===== src/rtl/tmiv_hssaer_enc_pkg.sv =====
// Shared TMIV constants, symbol-to-interval lookup and encoder state type.
// The receiver-side decoder uses the same constants so both ends agree on bin centres.
package tmiv_hssaer_pkg;

  localparam int unsigned TMIV_UNIT    = 3;
  localparam int unsigned TMIV_SYM_MAX = 4;
  localparam int unsigned TMIV_CNT_W   = 4;

  typedef enum logic {
    IDLE,
    RUN
  } tmiv_state_t;

  // Interval length in cycles for a symbol; codes above the maximum map to the maximum.
  function automatic logic [TMIV_CNT_W-1:0] tmiv_sym_len(input logic [2:0] sym);
    int unsigned s;
    if (sym > 3'(TMIV_SYM_MAX)) s = TMIV_SYM_MAX;
    else                        s = 32'(sym);
    return TMIV_CNT_W'(TMIV_UNIT * (s + 1));
  endfunction

endpackage


===== src/rtl/tmiv_hssaer_enc_if.sv =====
// Symbol handshake between a symbol source (master) and the TMIV encoder (slave).
interface tmiv_hssaer_enc_if;
  logic [2:0] tvt_d;
  logic       tvt_st;
  logic       tvt_rdy;
  logic       tvt_err;

  modport master (output tvt_d, output tvt_st, input tvt_rdy, input tvt_err);
  modport slave  (input tvt_d, input tvt_st, output tvt_rdy, output tvt_err);
endinterface


===== src/rtl/tmiv_hssaer_enc.sv =====
// TMIV HSSAER transmitter: each symbol becomes the interval between two
// consecutive hs_tx toggles, 3*(s+1) cycles long. Back-to-back symbols
// reload on the toggle edge so intervals are gap-free.
// Optional macro TMIV_HSSAER_ENC_SYMCHK_EN: reject codes 5..7 with a
// one-cycle tvt_err pulse instead of clamping them to symbol 4.
module tmiv_hssaer_enc
  import tmiv_hssaer_pkg::*;
(
  input  logic                    clk,
  input  logic                    _rst,
  input  logic                    en,
  tmiv_hssaer_enc_if.slave        tvt,
  output logic                    hs_tx,
  output logic                    busy
);

  tmiv_state_t           state, state_n;
  logic [TMIV_CNT_W-1:0] cnt, cnt_n;
  logic                  hs_n;
  logic                  cnt_last;
  logic                  xfer;
  logic                  sym_ok;

  assign cnt_last    = (cnt == TMIV_CNT_W'(1));
  assign tvt.tvt_rdy = en && ((state == IDLE) || ((state == RUN) && cnt_last));
  assign xfer        = tvt.tvt_st && tvt.tvt_rdy;
  assign busy        = (state == RUN);

`ifdef TMIV_HSSAER_ENC_SYMCHK_EN
  logic err_q;

  assign sym_ok      = (tvt.tvt_d <= 3'(TMIV_SYM_MAX));
  assign tvt.tvt_err = err_q;

  // Rejected code pulse: high for the cycle following its transfer edge.
  always_ff @(posedge clk or negedge _rst) begin
    if (!_rst) err_q <= 1'b0;
    else       err_q <= xfer && !sym_ok;
  end
`else
  assign sym_ok      = 1'b1;
  assign tvt.tvt_err = 1'b0;
`endif

  // Next-state: count down the interval, toggle on its last cycle, reload or idle.
  always_comb begin
    state_n = state;
    cnt_n   = cnt;
    hs_n    = hs_tx;
    unique case (state)
      IDLE: begin
        if (xfer && sym_ok) begin
          cnt_n   = tmiv_sym_len(tvt.tvt_d);
          state_n = RUN;
        end
      end
      RUN: begin
        if (cnt > TMIV_CNT_W'(1)) begin
          cnt_n = cnt - TMIV_CNT_W'(1);
        end else begin
          hs_n = ~hs_tx;
          if (xfer && sym_ok) begin
            cnt_n = tmiv_sym_len(tvt.tvt_d);
          end else begin
            cnt_n   = '0;
            state_n = IDLE;
          end
        end
      end
      default: begin
        cnt_n   = '0;
        state_n = IDLE;
      end
    endcase
  end

  // State, counter and line register; reset aborts any interval without toggling.
  always_ff @(posedge clk or negedge _rst) begin
    if (!_rst) begin
      state <= IDLE;
      cnt   <= '0;
      hs_tx <= 1'b0;
    end else begin
      state <= state_n;
      cnt   <= cnt_n;
      hs_tx <= hs_n;
    end
  end

endmodule

===== src/flat_wrapper.sv =====
// flat-port wrapper written by rule: the top's interface ports become plain ports
module tmiv_hssaer_enc_flat import tmiv_hssaer_pkg::*;
  (clk, _rst, en, hs_tx, busy, tvt_tvt_d, tvt_tvt_st, tvt_tvt_rdy, tvt_tvt_err);
  tmiv_hssaer_enc_if tvt_i ();
  input  logic clk;
  input  logic _rst;
  input  logic en;
  output logic hs_tx;
  output logic busy;
  input wire logic [$bits(tvt_i.tvt_d)-1:0] tvt_tvt_d;
  input wire logic [$bits(tvt_i.tvt_st)-1:0] tvt_tvt_st;
  output wire logic [$bits(tvt_i.tvt_rdy)-1:0] tvt_tvt_rdy;
  output wire logic [$bits(tvt_i.tvt_err)-1:0] tvt_tvt_err;
  assign tvt_i.tvt_d = tvt_tvt_d;
  assign tvt_i.tvt_st = tvt_tvt_st;
  assign tvt_tvt_rdy = tvt_i.tvt_rdy;
  assign tvt_tvt_err = tvt_i.tvt_err;
  tmiv_hssaer_enc u_core (.clk(clk), ._rst(_rst), .en(en), .tvt(tvt_i), .hs_tx(hs_tx), .busy(busy));
endmodule

===== config.mk =====
export PLATFORM = sky130hd
export DESIGN_NAME = tmiv_hssaer_enc_flat
export DESIGN_NICKNAME = d
export VERILOG_FILES = /design/src/rtl/tmiv_hssaer_enc_pkg.sv /design/src/rtl/tmiv_hssaer_enc_if.sv /design/src/rtl/tmiv_hssaer_enc.sv /design/src/flat_wrapper.sv
export SDC_FILE = /design/constraint.sdc
export NUM_CORES = 1
export LEC_CHECK = 0
export ABC_CLOCK_PERIOD_IN_PS = 2350
export CORE_AREA = 5 5 42 44
export DETAILED_ROUTE_END_ITERATION = 16
export DIE_AREA = 0 0 47 49
export DONT_BUFFER_PORTS = 1
export GPL_ROUTABILITY_DRIVEN = 0
export SYNTH_ARGS = -nofsm -noshare
export SYNTH_HDL_FRONTEND = slang
export SYNTH_SLANG_ARGS = --single-unit
export TNS_END_PERCENT = 20

===== constraint.sdc =====
create_clock -name clk -period 2.35 [get_ports clk]
set_input_delay 0.1175 -clock clk [delete_from_list [all_inputs] [get_ports clk]]
set_output_delay 0.1175 -clock clk [all_outputs]
set_load 0.05 [all_outputs]

==> impl_metrics.py, run 1 <==
metrics = {
    "layout": {
        "mostFrequentLayoutCells": "6 x dfrtp_1, 5 x inv_1, 4 x ha_1, 3 x clkbuf_4",
        "layout.nets": 67,
        "diodes": 0,
        "synthToLayoutAreaGrowth_pct": 9.11,
        "drive_gt1_share_pct": 13.2,
        "layout_commonest_cell": "dfrtp_1",
    },
    "worst_hold_path": {
        "whs_path_depth": 2,
        "holdCritStartpoint": "en",
        "whs_endpoint": "u_core.busy$_DFF_PN0_",
        "hold_path.class": "in2reg",
    },
    "synth": {
        "ys_seq_elements": 6,
        "netlist.area_leader.share_pct": 30.4,
        "synth_cells": 50,
        "ys_warn_count": 0,
        "async_flop_share_pct": 100,
        "synthDistinctLibCells": 30,
        "synth_ff_type": "dfrtp_1",
        "synth_area_um2": 494,
        "syn_avg_cell_area_um2": 9.88,
        "ys_seq_area_share_pct": 30.4,
        "synth-edff-count": 0,
        "synth_nets": 62,
        "synth_top_area_cell": "dfrtp_1",
        "synthTopCellsByArea": "dfrtp_1 30%, ha_1 10%, fa_1 4.1%",
    },
    "routing": {
        "vias_per_cell": 5.78,
        "drtAntennaViolNets": 0,
        "vias": 399,
        "routed_wl_um": 968,
        "firstDrtPassIters": 4,
        "drt_iter0_markers": 14,
        "drc": 0,
        "wire_per_inst_um": 14.0,
    },
    "clocking": {
        "cts_tree": "built",
        "cts_inserted_buffers": 3,
        "insertion_delay_ps": 250,
        "root_buffer": "clkbuf_4",
        "numClockSinks": 6,
        "cts_htree_levels": 1,
        "clockBufferDepth": 2,
        "clk_pin_slew_ps": 50,
    },
    "place": {
        "dpl.hpwl_um": 751,
        "io_buffers": 0,
        "dp_slack_ps": 641,
    },
    "grt": {
        "grt_max_degree": 14,
        "overflow": 0,
        "antenna_found_initial": 0,
        "grt_util_met1_pct": 12.8,
        "grt_pass1_vias": 382,
        "grt_util_met2_pct": 12.2,
        "grtUsageMet3_pct": 5.54,
        "gr-usage-all-layers_pct": 9.99,
        "grt_pass1_wl_mm": 1.66,
        "grt.busiest_layer": "met1",
    },
    "setup_path": {
        "crit_required_ps": 2230,
        "ff2ff_setup_slack_ps": 710,
        "reg2reg_depth": 5,
        "r2r-start": "u_core.cnt[1]$_DFFE_PN0P_",
        "worstPathMaxFanout": 3,
        "critPathCaptureType": "output port",
        "path_class": "reg2out",
        "crit_chain": "inv_1 -> ha_1 -> or3b_4 -> and2_2 -> nor2b_1 -> buf_4",
        "cp_slowest_cell": "or3b_4",
        "cp-start-kind": "register",
        "critPathArrivalTime_ps": 1890,
        "critPathMaxStageDelay_ps": 410,
        "r2r-end": "u_core.cnt[1]$_DFFE_PN0P_",
    },
    "floorplanning": {
        "core_um2": 1400,
        "fp.dieW_um": 47,
        "rows": 14,
        "ioPinCount": 11,
        "die_h_um": 49,
        "dieArea_um2": 2300,
        "initial_core_util_pct": 35.3,
    },
    "sta": {
        "worst_slew_pin_slew_ps": 763,
        "fin_skew_ps": 4.32,
        "fin_tns_setup_ps": 0,
        "slew_headroom_pct": 49.1,
        "fin_crit_sh_pct": 85.4,
        "final_critical_path_setup_slack_ps": 344,
        "slew_violations": 0,
        "final_hold_viol_count": 0,
        "rsz0062_at_grt": "no",
        "period_minus_slack_ps": 2010,
        "max_freq_mhz": 499,
        "setup_viol": 0,
    },
    "power_and_ir_drop": {
        "p_sw_share_pct": 49.1,
        "power.switching_mw": 0.351,
        "power_density_nw_per_um2": 1320,
        "p_seq_share_pct": 42.3,
        "intPower_mw": 0.364,
        "p_leak_nw": 0.257,
        "pwr-share-comb_pct": 44.5,
        "power.total_mw": 0.714,
        "pwr-share-clk_pct": 13.2,
        "vdd_drop_max_uv": 528,
    },
    "job": {
        "maxCapViolations": 0,
    },
    "run_status": {
        "outcome": "finished clean",
    },
}
what timing repair did:
action | in CTS | in global routing
setup buffers | 0 | 0
hold buffers | 1 | 0
hold endpoints to repair | 6 | 0
resized for setup | 0 | 0
cell type report:
class / count / area [µm²]
tap: 16 / 20.0
multi-input combinational: 37 / 310
timing repair buffer: 2 / 17.5
clock buffer: 3 / 22.5
sequential: 6 / 150
fill: 149 / 862
inverter: 5 / 18.8
power by group through the flow:
stage	sequential (mW)	combinational, mW	clock [mW]
5_1_grt	0.315	0.357	0.106
3_3_place_gp	0.302	0.312	0
6_report	0.302	0.318	0.0942
2_1_floorplan	0.265	0.285	0
3_5_place_dp	0.303	0.311	0
4_1_cts	0.303	0.318	0.0993
synth_stat cells, drive strengths merged, types with 2 or more instances:
library cell  number
a21o               2
a21oi              2
a31oi              2
buf                2
dfrtp              6
ha                 4
inv                5
nand2b             2
nor2b              2
o311ai             2
xor2               2
worst max path at each step:
stage	start	end	slack (ps)	cells past startpoint
6_report	u_core.cnt[1]$_DFFE_PN0P_	tvt_tvt_rdy	340	6
5_1_grt	u_core.cnt[1]$_DFFE_PN0P_	tvt_tvt_rdy	280	6
4_1_cts	u_core.cnt[1]$_DFFE_PN0P_	tvt_tvt_rdy	340	6
3_5_place_dp	u_core.cnt[1]$_DFFE_PN0P_	tvt_tvt_rdy	640	6
3_3_place_gp	u_core.cnt[1]$_DFFE_PN0P_	tvt_tvt_rdy	660	6
2_1_floorplan	u_core.cnt[1]$_DFFE_PN0P_	tvt_tvt_rdy	320	5
routing by layer:
metal / up-vias / wire length [µm]
met2: 26 / 393
met5: - / 0
met4: 0 / 39
met1: 178 / 412
met3: 4 / 123
li1: 191 / -
metrics by stage:
stage / hold WS (ps) / utilization (%) / instance area [µm²] / cells
5_1_grt: 76.9 / 38.5 / 539 / 69
3_5_place_dp: -178 / 36.2 / 507 / 65
6_report: 83.2 / 38.5 / 539 / 69
3_3_place_gp: -178 / 36.2 / 507 / 65
2_1_floorplan: -178 / - / 494 / 50
4_1_cts: 76.0 / 38.5 / 539 / 69
state kept, by name (all words and copies together), names as in the netlist:
| register | cells |
|---|---|
| u_core.cnt | 4 |
| u_core.hs_tx | 1 |
| u_core.busy | 1 |
cells by family (layout without fill, tap and decap cells):
group | Yosys count | after routing | share of synthesized area [%]
AO/OA/AOI/OAI | 17 | 17 | 26.8
XOR/XNOR | 3 | 3 | 5.32
adder cells (fa/ha/maj) | 5 | 5 | 14.2
buffers and inverters | 7 | 10 | 6.83
flip-flops | 6 | 6 | 30.4
other | 1 | 1 | 0.759
AND/OR/NAND/NOR | 11 | 11 | 15.7
critical path, delay by kind of cell (launching register included):
kind,cells,cell delay [ps]
fa+ha+maj,1,210
flops,1,380
buf+inv,2,320
simple gates,3,730
Power figures use the tool's default switching activity.
==> run 2, diff against run 1 <==
- ABC_CLOCK_PERIOD_IN_PS: 2350 -> 1600
- CORE_AREA: 5 5 42 44 -> not set
- CORE_ASPECT_RATIO: not set -> 1.25
- CORE_MARGIN: not set -> 5
- CORE_UTILIZATION: not set -> 30
- DIE_AREA: 0 0 47 49 -> not set
- clock period: 2.35 -> 1.6 ns (I/O delays scaled with it)
==> run 2 against run 1 <==
Against the previous run: the run now ends with setup timing left; utilization increased by 7.4 points; total power increased by 100%; clock power increased by 38%; global-route usage increased by 1.0 points; die area increased by 11%; design area increased by 33%; final cell count increased by 23%; sequential share of layout area decreased by 6.9 points; hold slack improved by 17 ps; via count increased by 17%; critical endpoint unchanged; highest routed layer unchanged.
==> impl_metrics.py, run 2 (synthesis results as in run 1) <==
metrics = {
    "run_status": {
        "outcome": "complete, but fails checks",
        "violations": "setup timing",
    },
    "floorplanning": {
        "dieArea_um2": 2560,
        "die_h_um": 55.4,
        "fp.dieW_um": 46.3,
        "initial_core_util_pct": 31.7,
        "rows": 16,
        "core_um2": 1560,
        "ioPinCount": 11,
    },
    "setup_path": {
        "path_class": "reg2out",
        "cp_slowest_cell": "dfrtp_1",
        "worstPathMaxFanout": 2,
        "critPathCaptureType": "output port",
        "critPathMaxStageDelay_ps": 390,
        "crit_required_ps": 1520,
        "r2r-end": "u_core.hs_tx$_DFFE_PN0P_",
        "crit_chain": "inv_2 -> ha_4 -> or3b_4 -> and2_4 -> nor2b_4 -> buf_12",
        "critPathArrivalTime_ps": 1640,
        "ff2ff_setup_slack_ps": -20,
        "critical_path.startpoint": "u_core.cnt[1]$_DFFE_PN0P_",
        "reg2reg_depth": 7,
        "cp-start-kind": "register",
        "r2r-start": "u_core.cnt[1]$_DFFE_PN0P_",
    },
    "layout": {
        "diodes": 0,
        "stdcell_area_um2": 716,
        "mostFrequentLayoutCells": "14 x buf_4, 6 x dfrtp_1, 4 x inv_1, 3 x clkbuf_4",
        "drive_gt1_share_pct": 44.8,
        "regMostFlops": "u_core.cnt",
        "synthToLayoutAreaGrowth_pct": 44.8,
        "layout_commonest_cell": "buf_4",
        "largest_reg_flops": 4,
        "instances_no_fill": 85,
        "layout.nets": 81,
    },
    "worst_hold_path": {
        "holdCritStartpoint": "en",
        "whs_endpoint": "u_core.busy$_DFF_PN0_",
        "whs_path_depth": 2,
        "hold_path.class": "in2reg",
    },
    "sta": {
        "final_hold_viol_count": 0,
        "final_critical_path_setup_slack_ps": -120,
        "setup_viol": 2,
        "rsz0062_at_grt": "yes",
        "period_minus_slack_ps": 1720,
        "max_freq_mhz": 581,
        "fin_crit_sh_pct": 108,
        "slew_violations": 0,
        "fin_skew_ps": 2.44,
    },
    "routing": {
        "vias": 468,
        "wire_per_inst_um": 14.4,
        "vias_per_cell": 5.51,
        "firstDrtPassIters": 4,
        "drtAntennaViolNets": 0,
        "routed_wl_mm": 1.23,
        "drc": 0,
        "drt_iter0_markers": 6,
    },
    "power_and_ir_drop": {
        "p_sw_share_pct": 45.4,
        "p_leak_nw": 0.343,
        "pwr-share-comb_pct": 63.4,
        "power.switching_mw": 0.650,
        "intPower_mw": 0.781,
        "vdd_drop_max_uv": 774,
        "power_density_nw_per_um2": 2000,
        "p_seq_share_pct": 27.5,
        "pwr-share-clk_pct": 9.1,
    },
    "place": {
        "placed_cells": 75,
        "dp_slack_ps": -30.1,
        "dpl.hpwl_um": 873,
        "dpl-instance-area_um2": 592,
        "io_buffers": 0,
    },
    "clocking": {
        "cts_htree_levels": 1,
        "cts_tree": "built",
        "root_buffer": "clkbuf_4",
        "clockBufferDepth": 2,
        "numClockSinks": 6,
        "cts_inserted_buffers": 3,
        "clk_pin_slew_ps": 40,
        "insertion_delay_ps": 230,
    },
    "grt": {
        "grt_max_degree": 14,
        "overflow": 0,
        "gr-usage-all-layers_pct": 11.0,
        "grt_pass1_vias": 461,
        "grt_pass1_wl_mm": 2.13,
        "antenna_found_initial": 0,
    },
    "job": {
        "maxCapViolations": 0,
    },
}
## run 2: worst max-delay path by stage
stage / cells past startpoint / slack, ps / to
2_1_floorplan: 5 / 20 / tvt_tvt_rdy
3_3_place_gp: 5 / -10 / u_core.busy$_DFF_PN0_
3_5_place_dp: 7 / -30 / u_core.cnt[3]$_DFFE_PN0P_
4_1_cts: 6 / -130 / tvt_tvt_rdy
5_1_grt: 6 / -200 / tvt_tvt_rdy
6_report: 6 / -120 / tvt_tvt_rdy
## run 2: layout make-up
class,count,area [µm²]
Fill cell,162,846
Multi-Input combinational cell,37,367
Sequential cell,6,150
Timing Repair Buffer,16,135
Clock buffer,3,22.5
Tap cell,18,22.5
Inverter,5,18.8
## run 2: what timing repair did
item,CTS,global route
pin swaps,2,0
hold buffers,1,0
endpoints found under the hold margin,6,0
endpoints found under the setup margin,2,7
gates resized for setup,4,6
setup buffers,5,1
## run 2: routing by layer
layer  share of wire, %  up-vias  GRT usage, %
li1                   -      222             -
met1                 36      229          12.7
met2                 57       13          18.1
met3                3.3        4          1.30
met4                3.8        0          6.91
met5                  0        -             0
## run 2: through the flow
stage               power [mW]  hold WS, ps  utilization, %  TNS [ps]
floorplan                0.827         -216               -         0
global placement          1.06         -215            37.9     -10.9
detailed placement        1.06         -215            37.9     -52.7
CTS                       1.31         83.0            43.3      -228
global route              1.53         95.8            45.8      -487
finish                    1.43         99.8            45.8      -138
## run 2: worst max-delay path: cells and delay by family, from the launching register on
family	cells	cell delay, ps
buf+inv	2	220
fa+ha+maj	1	130
simple gates	3	670
flops	1	390
## run 2: power by group through the flow
| stage | clock network, mW | registers (mW) | logic (mW) |
|---|---|---|---|
| finish | 0.130 | 0.394 | 0.907 |
| global route | 0.144 | 0.411 | 0.978 |
| CTS | 0.137 | 0.385 | 0.791 |
| detailed placement | 0 | 0.382 | 0.681 |
| global placement | 0 | 0.380 | 0.679 |
| floorplan | 0 | 0.392 | 0.435 |
==> run 3, diff against run 2 <==
- CTS_BUF_LIST: not set -> sky130_fd_sc_hd__clkbuf_8
==> run 3 against run 2 <==
Against the previous run: the run still ends with setup timing left; clock skew about the same; clock power up 67%; sequential power about the same; final cell count unchanged; wire length unchanged; combinational power about the same; fmax up 1.3%; utilization up 1.2 points; register-to-register slack about the same; sequential share of layout area down 0.54 points; non-clock buffer count unchanged; largest power group unchanged.
==> impl_metrics.py, run 3 (synthesis results as in run 1) <==
metrics = {
    "run_status": {
        "outcome": "complete, but fails checks",
        "violations": "setup timing",
    },
    "worst_hold_path": {
        "whs_endpoint": "u_core.busy$_DFF_PN0_",
        "hold_path.class": "in2reg",
        "whs_path_depth": 2,
        "holdCritStartpoint": "en",
    },
    "sta": {
        "fin_tns_setup_ps": -118,
        "setup_viol": 2,
        "final_critical_path_setup_slack_ps": -98.5,
        "slew_violations": 0,
        "fin_skew_ps": 2.47,
        "fin_crit_sh_pct": 106,
        "final_hold_viol_count": 0,
        "holdWs_ps": 117,
        "period_minus_slack_ps": 1700,
        "max_freq_mhz": 589,
        "rsz0062_at_grt": "yes",
    },
    "setup_path": {
        "reg2reg_depth": 7,
        "critPathCaptureType": "output port",
        "ff2ff_setup_slack_ps": -20,
        "r2r-end": "u_core.hs_tx$_DFFE_PN0P_",
        "cp-start-kind": "register",
        "worstPathMaxFanout": 2,
        "r2r-start": "u_core.cnt[1]$_DFFE_PN0P_",
        "path_class": "reg2out",
        "critPathArrivalTime_ps": 1620,
        "crit_required_ps": 1520,
    },
    "grt": {
        "grt_pass1_wl_mm": 2.19,
        "grt_pass1_vias": 477,
        "antenna_found_initial": 0,
        "grt_max_degree": 14,
        "overflow": 0,
        "gr-usage-all-layers_pct": 11.3,
    },
    "clocking": {
        "cts_inserted_buffers": 3,
        "insertion_delay_ps": 220,
        "clk_pin_slew_ps": 40,
        "cts_htree_levels": 1,
        "numClockSinks": 6,
        "clockBufferDepth": 2,
        "root_buffer": "clkbuf_8",
        "cts_tree": "built",
    },
    "place": {
        "dpl.hpwl_um": 873,
        "dp_slack_ps": -30.1,
        "io_buffers": 0,
        "placed_cells": 75,
    },
    "layout": {
        "mostFrequentLayoutCells": "14 x buf_4, 6 x dfrtp_1, 4 x inv_1, 3 x clkbuf_8",
        "largest_reg_flops": 4,
        "diodes": 0,
        "instances_no_fill": 85,
        "regMostFlops": "u_core.cnt",
        "layout_commonest_cell": "buf_4",
        "layout.nets": 81,
        "drive_gt1_share_pct": 44.8,
        "fillers": 162,
        "synthToLayoutAreaGrowth_pct": 48.6,
    },
    "routing": {
        "drt_iter0_markers": 7,
        "drtAntennaViolNets": 0,
        "firstDrtPassIters": 4,
        "vias_per_cell": 5.34,
        "routed_wl_mm": 1.23,
        "vias": 454,
        "drc": 0,
        "wire_per_inst_um": 14.4,
    },
    "floorplanning": {
        "fp.dieW_um": 46.3,
        "core_um2": 1560,
        "dieArea_um2": 2560,
        "initial_core_util_pct": 31.7,
        "die_h_um": 55.4,
        "rows": 16,
        "ioPinCount": 11,
    },
    "power_and_ir_drop": {
        "vdd_drop_max_uv": 942,
        "p_leak_nw": 0.351,
        "power_density_nw_per_um2": 2070,
    },
    "job": {
        "maxCapViolations": 0,
    },
}
==> run 3: layout make-up <==
type	instances	area [µm²]	area share [%]
clock buffers	3	41.3	5.62
well taps	18	22.5	3.07
flip-flops and latches	6	150	20.4
repair buffers	16	135	18.4
multi-input cells	37	367	49.9
inverters	5	18.8	2.56
==> run 3: worst max-delay path by stage <==
stage / from / endpoint
global placement: u_core.cnt[1]$_DFFE_PN0P_ / u_core.busy$_DFF_PN0_
floorplan: u_core.cnt[1]$_DFFE_PN0P_ / tvt_tvt_rdy
finish: u_core.cnt[1]$_DFFE_PN0P_ / tvt_tvt_rdy
CTS: u_core.cnt[1]$_DFFE_PN0P_ / tvt_tvt_rdy
global route: u_core.cnt[1]$_DFFE_PN0P_ / tvt_tvt_rdy
detailed placement: tvt_tvt_d[2] / u_core.cnt[3]$_DFFE_PN0P_
==> run 3: repair_timing <==
item | 4_1_cts | 5_1_grt
resized for setup | 4 | 6
hold endpoints to repair | 6 | 0
endpoints found under the setup margin | 2 | 7
pin swaps | 2 | 0
setup buffers | 5 | 1
hold buffers | 1 | 0
==> run 3: critical path, cell delays in order, from the launching register on <==
cell and delay, ps:
dfrtp_1 380, inv_2 80, ha_4 130, or3b_4 370, and2_4 180, nor2b_4 120, buf_12 140
==> run 3: metal layers <==
layer  GRT usage [%]  vias up  part of all wire (%)
li1                -      216                     -
met1            13.0      227                    37
met2            18.5        7                    58
met3            1.30        4                   1.5
met4            6.91        0                   3.8
met5               0        -                     0
==> run 3: power breakdown <==
part / leakage [nW] / switching (mW) / internal, mW
Clock: 0.0216 / 0.0561 / 0.161
Sequential: 0.0738 / 0.167 / 0.228
Combinational: 0.256 / 0.439 / 0.470
Total: 0.351 / 0.663 / 0.858
==> run 3: per-stage QoR <==
step / total power [mW] / area, µm² / utilization (%)
global placement: 1.06 / 592 / 37.9
floorplan: 0.827 / 504 / -
global route: 1.62 / 734 / 47.0
finish: 1.52 / 734 / 47.0
CTS: 1.40 / 694 / 44.5
detailed placement: 1.06 / 592 / 37.9
